==> config.mk <==
export PLATFORM = sky130hd
export DESIGN_NAME = hamming_stream_corrector
export DESIGN_NICKNAME = d
export VERILOG_FILES = /design/src/rtl/hamming_stream_corrector.sv
export SDC_FILE = /design/constraint.sdc
export NUM_CORES = 1
export LEC_CHECK = 0
export CORE_MARGIN = 2
export CORE_UTILIZATION = 25
export DETAILED_ROUTE_END_ITERATION = 12
export PLACE_DENSITY = 0.59
export SLEW_MARGIN = 20
export SYNTH_ARGS = -nofsm -noshare
export SYNTH_HDL_FRONTEND = slang
export SYNTH_SLANG_ARGS = --single-unit
==> constraint.sdc <==
create_clock -name clk -period 2.91 [get_ports clk]
set_input_delay 0.4365 -clock clk [delete_from_list [all_inputs] [get_ports clk]]
set_output_delay 0.4365 -clock clk [all_outputs]
set_load 0.005 [all_outputs]
==> src/rtl/hamming_stream_corrector.sv <==
// hamming_stream_corrector: two-stage, flow-controlled Hamming(7,4) receive-side
// corrector with saturating corrected/uncorrectable word counters.
// Optional feature macro: HAM_SECDED_EN (8-bit SECDED codeword, double-error detect).
module hamming_stream_corrector #(
    parameter int CNT_W = 16
) (
    input  logic             clk,
    input  logic             rst_n,
    input  logic             in_valid,
    output logic             in_ready,
`ifdef HAM_SECDED_EN
    input  logic [7:0]       in_cw,
`else
    input  logic [6:0]       in_cw,
`endif
    output logic             out_valid,
    input  logic             out_ready,
    output logic [3:0]       out_data,
    output logic             out_corr,
    output logic             out_uncorr,
    output logic [2:0]       out_syndrome,
    input  logic             cnt_clr,
    output logic [CNT_W-1:0] corr_cnt,
    output logic [CNT_W-1:0] uncorr_cnt
);
    localparam int CW_W = $bits(in_cw);

    logic            r_s1_valid;
    logic [CW_W-1:0] r_s1_cw;
    logic [2:0]      r_s1_syn;

    logic             r_out_valid;
    logic [3:0]       r_out_data;
    logic             r_out_corr;
    logic [2:0]       r_out_syn;
    logic [CNT_W-1:0] r_corr_cnt;

    logic       w_adv1;
    logic       w_adv2;
    logic       w_out_hs;
    logic [2:0] w_syn;
    logic [6:0] w_flip;
    logic [6:0] w_fixed;
    logic [3:0] w_nxt_data;
    logic       w_nxt_corr;

    assign w_adv2   = !r_out_valid || out_ready;
    assign w_adv1   = !r_s1_valid || w_adv2;
    assign w_out_hs = r_out_valid && out_ready;
    assign in_ready = w_adv1;

    // syndrome {s4,s2,s1}; a nonzero value is the 1-based position of the bad bit
    assign w_syn = {in_cw[3] ^ in_cw[4] ^ in_cw[5] ^ in_cw[6],
                    in_cw[1] ^ in_cw[2] ^ in_cw[5] ^ in_cw[6],
                    in_cw[0] ^ in_cw[2] ^ in_cw[4] ^ in_cw[6]};

`ifdef HAM_SECDED_EN
    logic             r_out_uncorr;
    logic [CNT_W-1:0] r_uncorr_cnt;
    logic             w_pe;
    logic             w_nxt_uncorr;

    assign w_pe = ^r_s1_cw;
`endif

    // Stage-2 next values: flip the bit the syndrome points at, classify the word
    always_comb begin
        w_flip = '0;
        for (int unsigned i = 0; i < 7; i++) begin
            if (r_s1_syn == 3'(i + 1)) w_flip[i] = 1'b1;
        end
        w_fixed    = r_s1_cw[6:0] ^ w_flip;
        w_nxt_data = {w_fixed[6], w_fixed[5], w_fixed[4], w_fixed[2]};
        w_nxt_corr = (r_s1_syn != 3'd0);
`ifdef HAM_SECDED_EN
        w_nxt_uncorr = 1'b0;
        if (r_s1_syn != 3'd0 && !w_pe) begin
            // double error: report raw data bits, no correction attempted
            w_nxt_data   = {r_s1_cw[6], r_s1_cw[5], r_s1_cw[4], r_s1_cw[2]};
            w_nxt_corr   = 1'b0;
            w_nxt_uncorr = 1'b1;
        end else if (r_s1_syn == 3'd0 && w_pe) begin
            w_nxt_corr   = 1'b1;
        end
`endif
    end

    // Stage 1: capture codeword and syndrome whenever this stage may advance
    always_ff @(posedge clk) begin
        if (!rst_n) begin
            r_s1_valid <= 1'b0;
            r_s1_cw    <= '0;
            r_s1_syn   <= '0;
        end else if (w_adv1) begin
            r_s1_valid <= in_valid;
            if (in_valid) begin
                r_s1_cw  <= in_cw;
                r_s1_syn <= w_syn;
            end
        end
    end

    // Stage 2: output register, held stable while the sink stalls
    always_ff @(posedge clk) begin
        if (!rst_n) begin
            r_out_valid <= 1'b0;
            r_out_data  <= '0;
            r_out_corr  <= 1'b0;
            r_out_syn   <= '0;
`ifdef HAM_SECDED_EN
            r_out_uncorr <= 1'b0;
`endif
        end else if (w_adv2) begin
            r_out_valid <= r_s1_valid;
            if (r_s1_valid) begin
                r_out_data <= w_nxt_data;
                r_out_corr <= w_nxt_corr;
                r_out_syn  <= r_s1_syn;
`ifdef HAM_SECDED_EN
                r_out_uncorr <= w_nxt_uncorr;
`endif
            end
        end
    end

    // Corrected-word counter: counts on output handshake, saturates, clear wins
    always_ff @(posedge clk) begin
        if (!rst_n || cnt_clr) begin
            r_corr_cnt <= '0;
        end else if (w_out_hs && r_out_corr && r_corr_cnt != '1) begin
            r_corr_cnt <= r_corr_cnt + CNT_W'(1);
        end
    end

`ifdef HAM_SECDED_EN
    // Uncorrectable-word counter: same update rules as the corrected counter
    always_ff @(posedge clk) begin
        if (!rst_n || cnt_clr) begin
            r_uncorr_cnt <= '0;
        end else if (w_out_hs && r_out_uncorr && r_uncorr_cnt != '1) begin
            r_uncorr_cnt <= r_uncorr_cnt + CNT_W'(1);
        end
    end

    assign out_uncorr = r_out_uncorr;
    assign uncorr_cnt = r_uncorr_cnt;
`else
    assign out_uncorr = 1'b0;
    assign uncorr_cnt = '0;
`endif

    assign out_valid    = r_out_valid;
    assign out_data     = r_out_data;
    assign out_corr     = r_out_corr;
    assign out_syndrome = r_out_syn;
    assign corr_cnt     = r_corr_cnt;

endmodule

* Yosys cells after proc, flatten, opt, wreduce, memory -nomap -nowiden *
Cells that the tools add are included.

storage, ports and cells
  register bits after elaboration = 36
  input port bits = 12
  logic and storage cells = 46

cells by class
  add/sub/neg operators = 1
  equal/unequal tests = 8
  muxes and demuxes = 7
  bitwise logic cells = 10
  reductions and logical operators = 12

operators with widths
  operator                 number
  $add A16 B1 Y16 const B  1
  $ne A16 B16 Y1 const B   1
  $eq A3 B3 Y1 const B     4
  $xor A1 B1 Y1            9
  $mux W1                  7
  $xor A7 B7 Y7            1
  $eq A3 B2 Y1 const B     2
  $reduce_and A2 Y1        2
  $eq A3 B1 Y1 const B     1
  $logic_and A1 B1 Y1      3
  $logic_not A1 Y1         3
  $logic_or A1 B1 Y1       3
  $reduce_bool A3 Y1       1

* Longest topological paths before layout *
Gate-level depths: netlist (run 1).

  depth in word-level cells = 4
  gate-level depth with buffers = 6
  gate-level depth less buffers = 5

* Least setup slack after synthesis (run 1) *
Ideal clock, no wire load.

  kind = reg2reg
  start = register r_corr_cnt[0], in the netlist corr_cnt[0]
  end = register r_corr_cnt[6], in the netlist corr_cnt[6]
  arrival = 1662 ps
  data required time = 2840 ps
  path slack = 1178 ps
  stages on the path, launching flop included = 7
  buffers on the path = 1
  period minus slack after synthesis = 1732 ps
  path through = dfxtp_1 ha_1 nand3_1 or2_2 clkbuf_1 or4_1 a21oi_1

on the way
  word-level cells in the longest chain between the ends = 2

RTL lines
  element                                                                  line  RTL
  start: declaration                                                       36    logic [CNT_W-1:0] r_corr_cnt;
  start signal: assignment                                                 131   r_corr_cnt <= r_corr_cnt + CNT_W'(1);
  parallel branches: the longest is 2 deep, another holds $add A16 B1 Y16  n/a

Several ways; the timed one is not identified.
A chain may end at the register's enable or synchronous reset.

* Worst setup path after layout (run 1) *
  start = input port out_ready
  end = output port in_ready

on the way
  word-level cells in the longest chain between the ends = 2

RTL lines
  element             line  RTL
  start: declaration  17    input logic out_ready,
  $logic_or A1 B1 Y1  47    assign w_adv2 = !r_out_valid || out_ready;
  $logic_or A1 B1 Y1  48    assign w_adv1 = !r_s1_valid || w_adv2;
  end: declaration    10    output logic in_ready,

Every way passes these cells.

==> summary.md, run 1 <==
| Metric | Value |
|---|---|
| Met2 Usage GRT | 0.158 |
| Util after Layout | 0.329 |
| Final hold viol count | 0 |
| Die Width | 87.5 um |
| Rel. slew slack | 0.392 |
| Unrepaired setup endpoints after global routing | no |
| Share of layout cells above drive strength 1 | 0.0776 |
| Initial antenna violation count | 0 |
| Cells after Synth | 194 |
| Setup ws final | 0.739 ns |
| Clk_skew | 0.0101 ns |
| GR peak layer | met2 |
| Total power | 944 uW |
| Die height | 87.5 um |
| CP peak stage delay | 0.47 ns |
| RD Place Congestion | 0.804 |
| Yosys warns | 0 |
| Clock Path Buffers | 2 |
| Power per cell area | 425 nW/um^2 |
| Hold WC Path Type | flip-flop to flip-flop |
| Vias in the first global route | 1318 |
| Total number of vias | 1462 |
| IO Count | 55 |
| Largest net degree at the start of global routing | 17 |
| Top cell type's share of synthesized area | 0.379 |
| Num CTS Buffers | 5 |
| Post-CTS Hold Buffers | 0 |
| CP Data Required Time | 2.47 ns |
| Syn avg cell area | 8.99 um^2 |
| Synthesis-stage register bit count | 33 |
| Cell taking the most area after synthesis | dfxtp_1 |
| Setup Fix Bufs, Post-CTS | 0 |
| Least-Margin Pin Slew | 0.910 ns |
| Initial Util | 0.258 |
| VDD IR max | 0.203 mV |
| Crit-path max FO | 4 |
| Final min period | 2.17 ns |
| Initial DRC count | 49 |
| Vias per cell | 4.69 |
| Routed wire length | 3800 um |
| Slew Limit Fails | 0 |
| Root buffer selected by CTS | clkbuf_8 |
| GRT Overall Usage | 0.106 |
| M1 GR Usage | 0.137 |
| Final nets | 245 |
| Register area share after synthesis | 0.379 |
| Synth area leaders | dfxtp_1 38%, buf_4 7.7%, o211a_1 4.6%, mux2i_1 4.0%, nor2b_1 3.6% |
| CTS resizes | 0 |
| Clock slew at reported path FFs | 0.07 ns |
| Critical Path Most Common Cell | clkdlybuf4s50_1 |
| Tcrit/Tclk final | 0.746 |
| First-pass GRT wire length | 6300 um |
| Ant diodes | 0 |
| Commonest non-fill, non-tap cell in the layout | clkdlybuf4s50_1 |
| Clock Sinks | 33 |
| Worst path slowest cell | clkdlybuf4s50_1 |
| Critical Path Sink Type | output port |
| Crit path DAT | 1.73 ns |
| Max Cap Viol | 0 |
| Remaining antenna violation count | 0 |
| Post-place setup slack | 0.579 ns |
| Leakage | 0.841 nW |
| # port buffers | 37 |
| DRC Markers | 0 |
| Critical path class | input port to output port |
| TritonRoute pass-1 iters | 2 |
| Most frequent cells in the layout | 37 x clkdlybuf4s50_1, 33 x dfxtp_1, 17 x conb_1 |
| Cells along the critical path | clkdlybuf4s50_1 > nor2b_1 > nand2_1 > clkdlybuf4s50_1 |
| Setup Total Neg Slack | 0 ns |
| Outcome | complete, no violations |
| Fmax | 461 MHz |
| Die area | 7660 um^2 |
| # setup viols final | 0 |
| DP Wirelength | 2810 um |
| Mapped Area | 1740 um^2 |
| DR WL/cell | 12.2 um |
| Number of unique standard cell types used by synthesis | 39 |
| Row cnt | 30 |
| # H-tree levels | 2 |
| Congestion Overflow GR | 0 |
| CTS tree | done |
| Worst-skew pair later-pin latency | 0.29 ns |
| Area added between synthesis and finish | 27.4% |
| Startpoint Class | input port |
| Core footprint | 6760 um^2 |
| Met3 Resource Use GR | 0.0360 |
## final timing paths
| path | from | to | slack (ns) | cells after the start |
|---|---|---|---|---|
| min | out_data[3] | out_data[3] | 0.50 | 1 |
| max | out_ready | in_ready | 0.74 | 4 |
| min reg2reg | out_data[3] | out_data[3] | 0.50 | 1 |
| max reg2reg | corr_cnt[1] | corr_cnt[2] | 1.07 | 5 |
## metal layers
| layer | vias up | share of wire |
|---|---|---|
| met5 | - | 0 |
| met4 | 0 | 0.017 |
| met3 | 8 | 0.066 |
| met2 | 42 | 0.44 |
| met1 | 649 | 0.48 |
| li1 | 763 | - |
## synth_stat cells (all sizes together)
library cell / count
a21boi: 1
a21oi: 12
and2: 1
and3: 3
and4: 2
and4b: 1
buf: 18
clkbuf: 6
conb: 1
dfxtp: 33
ha: 1
inv: 2
mux2i: 7
nand2: 16
nand2b: 2
nand3: 8
nand4: 6
nor2: 2
nor2b: 10
nor3: 5
nor4: 2
o211a: 8
o211ai: 1
o21a: 3
o21ai: 6
o311ai: 3
o31ai: 8
o41ai: 2
or2: 2
or3: 6
or4: 7
xnor2: 3
xor2: 6
## critical path, delay by kind of cell
family,cells,cell delay [ns]
buffers and inverters,2,0.90
AND/OR/NAND/NOR,2,0.40
## where the power goes
group          internal, mW  total (mW)  switching (mW)  leakage (nW)
Sequential            0.467       0.484          0.0167         0.269
Combinational        0.0561       0.101          0.0450         0.529
Clock                 0.187       0.359           0.172        0.0433
Total                 0.710       0.944           0.234         0.841
## layout make-up
| type | count | area [um^2] |
|---|---|---|
| tap | 80 | 100 |
| multi-input combinational | 151 | 978 |
| clock inverter | 1 | 7.51 |
| sequential | 33 | 661 |
| inverter | 2 | 7.51 |
| fill | 708 | 4530 |
| timing repair buffer | 39 | 385 |
| clock buffer | 6 | 82.6 |
## cell families after synthesis
family | Yosys count | synth area share
AOI/OAI and AO/OA | 44 | 0.184
xor gates and xnor gates | 9 | 0.0452
adders and majority gates | 1 | 0.00717
buffers and inverters | 26 | 0.0947
DFF | 33 | 0.379
muxes | 7 | 0.0402
other | 1 | 0.00215
and+or+nand+nor | 73 | 0.248
## state kept, by name, summed over array words and instances, names as in the netlist
register,cells
r_s1_syn,3
out_data,4
out_syndrome,3
out_valid,1
r_s1_cw,4
r_s1_valid,1
corr_cnt,16
out_corr,1
## metrics by stage
stage / hold WS, ns / area [um^2] / instances
6_report: 0.504 / 2220 / 312
5_1_grt: 0.538 / 2220 / 312
4_1_cts: 0.511 / 2220 / 312
3_5_place_dp: 0.494 / 2130 / 305
3_3_place_gp: 0.501 / 2130 / 305
2_1_floorplan: 0.488 / 1800 / 210
Note: power is estimated with default switching activity, not from simulation.
==> run 2: changes to the inputs <==
==> constraint.sdc (replaced) <==
create_clock -name clk -period 2.1 [get_ports clk]
set_input_delay 0.315 -clock clk [delete_from_list [all_inputs] [get_ports clk]]
set_output_delay 0.315 -clock clk [all_outputs]
set_load 0.005 [all_outputs]
==> summary.md, run 2 (synthesized netlist as in run 1, its figures left out) <==
| Metric | Value |
|---|---|
| Worst path slowest cell | clkdlybuf4s50_1 (unchanged) |
| DP Wirelength | 2890 um (was 2810 um) |
| Startpoint Class | input port (unchanged) |
| DR WL/cell | 12.3 um (was 12.2 um) |
| Clk_skew | 0.00530 ns (was 0.0101 ns) |
| Crit-path max FO | 4 (unchanged) |
| Vias per cell | 4.76 (was 4.69) |
| Commonest non-fill, non-tap cell in the layout | clkdlybuf4s50_1 (unchanged) |
| Rel. slew slack | 0.348 (was 0.392) |
| Vias in the first global route | 1401 (was 1318) |
| Power per cell area | 568 nW/um^2 (was 425 nW/um^2) |
| Die height | 87.5 um (unchanged) |
| Initial antenna violation count | 0 (unchanged) |
| TritonRoute pass-1 iters | 4 (was 2) |
| Row cnt | 30 (unchanged) |
| Max Cap Viol | 0 (unchanged) |
| Setup Total Neg Slack | 0 ns (unchanged) |
| Largest register FFs | 16 (unchanged) |
| CP peak stage delay | 0.46 ns (was 0.47 ns) |
| Fmax | 518 MHz |
| Num CTS Buffers | 5 (unchanged) |
| Initial DRC count | 48 (was 49) |
| Largest net degree at the start of global routing | 14 (was 17) |
| First-pass GRT wire length | 6660 um (was 6300 um) |
| Remaining antenna violation count | 0 (unchanged) |
| # H-tree levels | 2 (unchanged) |
| Critical Path Most Common Cell | clkdlybuf4s50_1 (unchanged) |
| Final hold viol count | 0 (unchanged) |
| Root buffer selected by CTS | clkbuf_8 (unchanged) |
| CP Data Required Time | 1.78 ns (was 2.47 ns) |
| RD Place Congestion | 0.761 (was 0.804) |
| Final nets | 254 (was 245) |
| R2R depth | 5 (unchanged) |
| Placed cell areas | 2200 um^2 (was 2130 um^2) |
| IO Count | 55 (unchanged) |
| Ant diodes | 0 (unchanged) |
| CTS resizes | 0 (unchanged) |
| Slew Limit Fails | 0 (unchanged) |
| Filler cells | 696 (was 708) |
| Critical path class | input port to output port (unchanged) |
| Leakage | 0.886 nW (was 0.841 nW) |
| Most frequent cells in the layout | 37 x clkdlybuf4s50_1, 33 x dfxtp_1, 17 x conb_1 (unchanged) |
| Unrepaired setup endpoints after global routing | no (unchanged) |
| Congestion Overflow GR | 0 (unchanged) |
| Share of layout cells above drive strength 1 | 0.108 (was 0.0776) |
| Post-CTS Hold Buffers | 0 (unchanged) |
| Least-Margin Pin Slew | 0.976 ns (was 0.910 ns) |
| Clock slew at reported path FFs | 0.07 ns (about the same) |
| Setup Fix Bufs, Post-CTS | 0 (unchanged) |
| # setup viols final | 0 (unchanged) |
| CTS tree | done (unchanged) |
| Critical Path Sink Type | output port (unchanged) |
| Routed wire length | 3940 um (was 3800 um) |
| Outcome | complete, no violations (unchanged) |
| Clock Sinks | 33 (unchanged) |
| Final min period | 1.93 ns |
| Area added between synthesis and finish | 31.1% (was 27.4%) |
| Hold-critical path depth | 2 (was 1) |
| Hold WC Path Type | flip-flop to flip-flop (unchanged) |
| Design area | 2290 um^2 (was 2220 um^2) |
| Clock Path Buffers | 2 (unchanged) |
| Die area | 7660 um^2 (unchanged) |
| Crit path DAT | 1.62 ns (was 1.73 ns) |
| DRC Markers | 0 (unchanged) |
| # port buffers | 37 (unchanged) |
| Die Width | 87.5 um (unchanged) |
| Worst-skew pair later-pin latency | 0.28 ns (was 0.29 ns) |
| Initial Util | 0.258 (unchanged) |
| Total number of vias | 1527 (was 1462) |
| Tcrit/Tclk final | 0.920 |
| GRT Overall Usage | 0.108 (was 0.106) |
| VDD IR max | 0.341 mV (was 0.203 mV) |
| Cells along the critical path | clkdlybuf4s50_1 > nor2b_1 > nand2_1 > clkdlybuf4s50_1 (unchanged) |
| Core footprint | 6760 um^2 (unchanged) |
==> run 2: per-stage QoR <==
stage               hold slack, ns  utilization  total power, mW  worst slack, ns  instances
floorplan                    0.484            -            0.785            0.368        210
CTS                          0.515        0.338             1.32            0.156        321
global route                 0.539        0.338             1.37           0.0622        321
global placement             0.498        0.326            0.828          0.00408        314
detailed placement           0.491        0.326            0.829          -0.0472        314
finish                       0.510        0.338             1.30            0.169        321
==> run 2: critical path: cells and delay by family <==
kind | cells | cell delay [ns]
buf+inv | 2 | 0.89
simple gates | 2 | 0.41
==> run 2: layer usage <==
layer  global-route usage  share of wire  vias to the layer above
li1                     -              -                      780
met5                    0              0                        -
met4               0.0252         0.0041                        0
met1                0.143           0.48                      694
met2                0.171           0.46                       51
met3               0.0351          0.055                        2
==> run 2: area by class of cell <==
type                    instances  area [um^2]  area share
well taps                      80          100      0.0438
repair buffers                 48          453       0.198
multi-input cells             151          978       0.428
clock buffers                   7         86.3      0.0378
inverters                       2         7.51     0.00328
flip-flops and latches         33          661       0.289
==> run 2: where the power goes <==
part	internal, mW	switching (mW)
Combinational	0.0795	0.0629
Clock	0.260	0.224
Sequential	0.648	0.0238
==> run 2: path summary, 6_finish.rpt <==
| kind | startpoint | to | slack, ns |
|---|---|---|---|
| max reg2reg | corr_cnt[0] | corr_cnt[12] | 0.26 |
| min | corr_cnt[15] | corr_cnt[15] | 0.51 |
| max | out_ready | in_ready | 0.17 |
| min reg2reg | corr_cnt[15] | corr_cnt[15] | 0.51 |
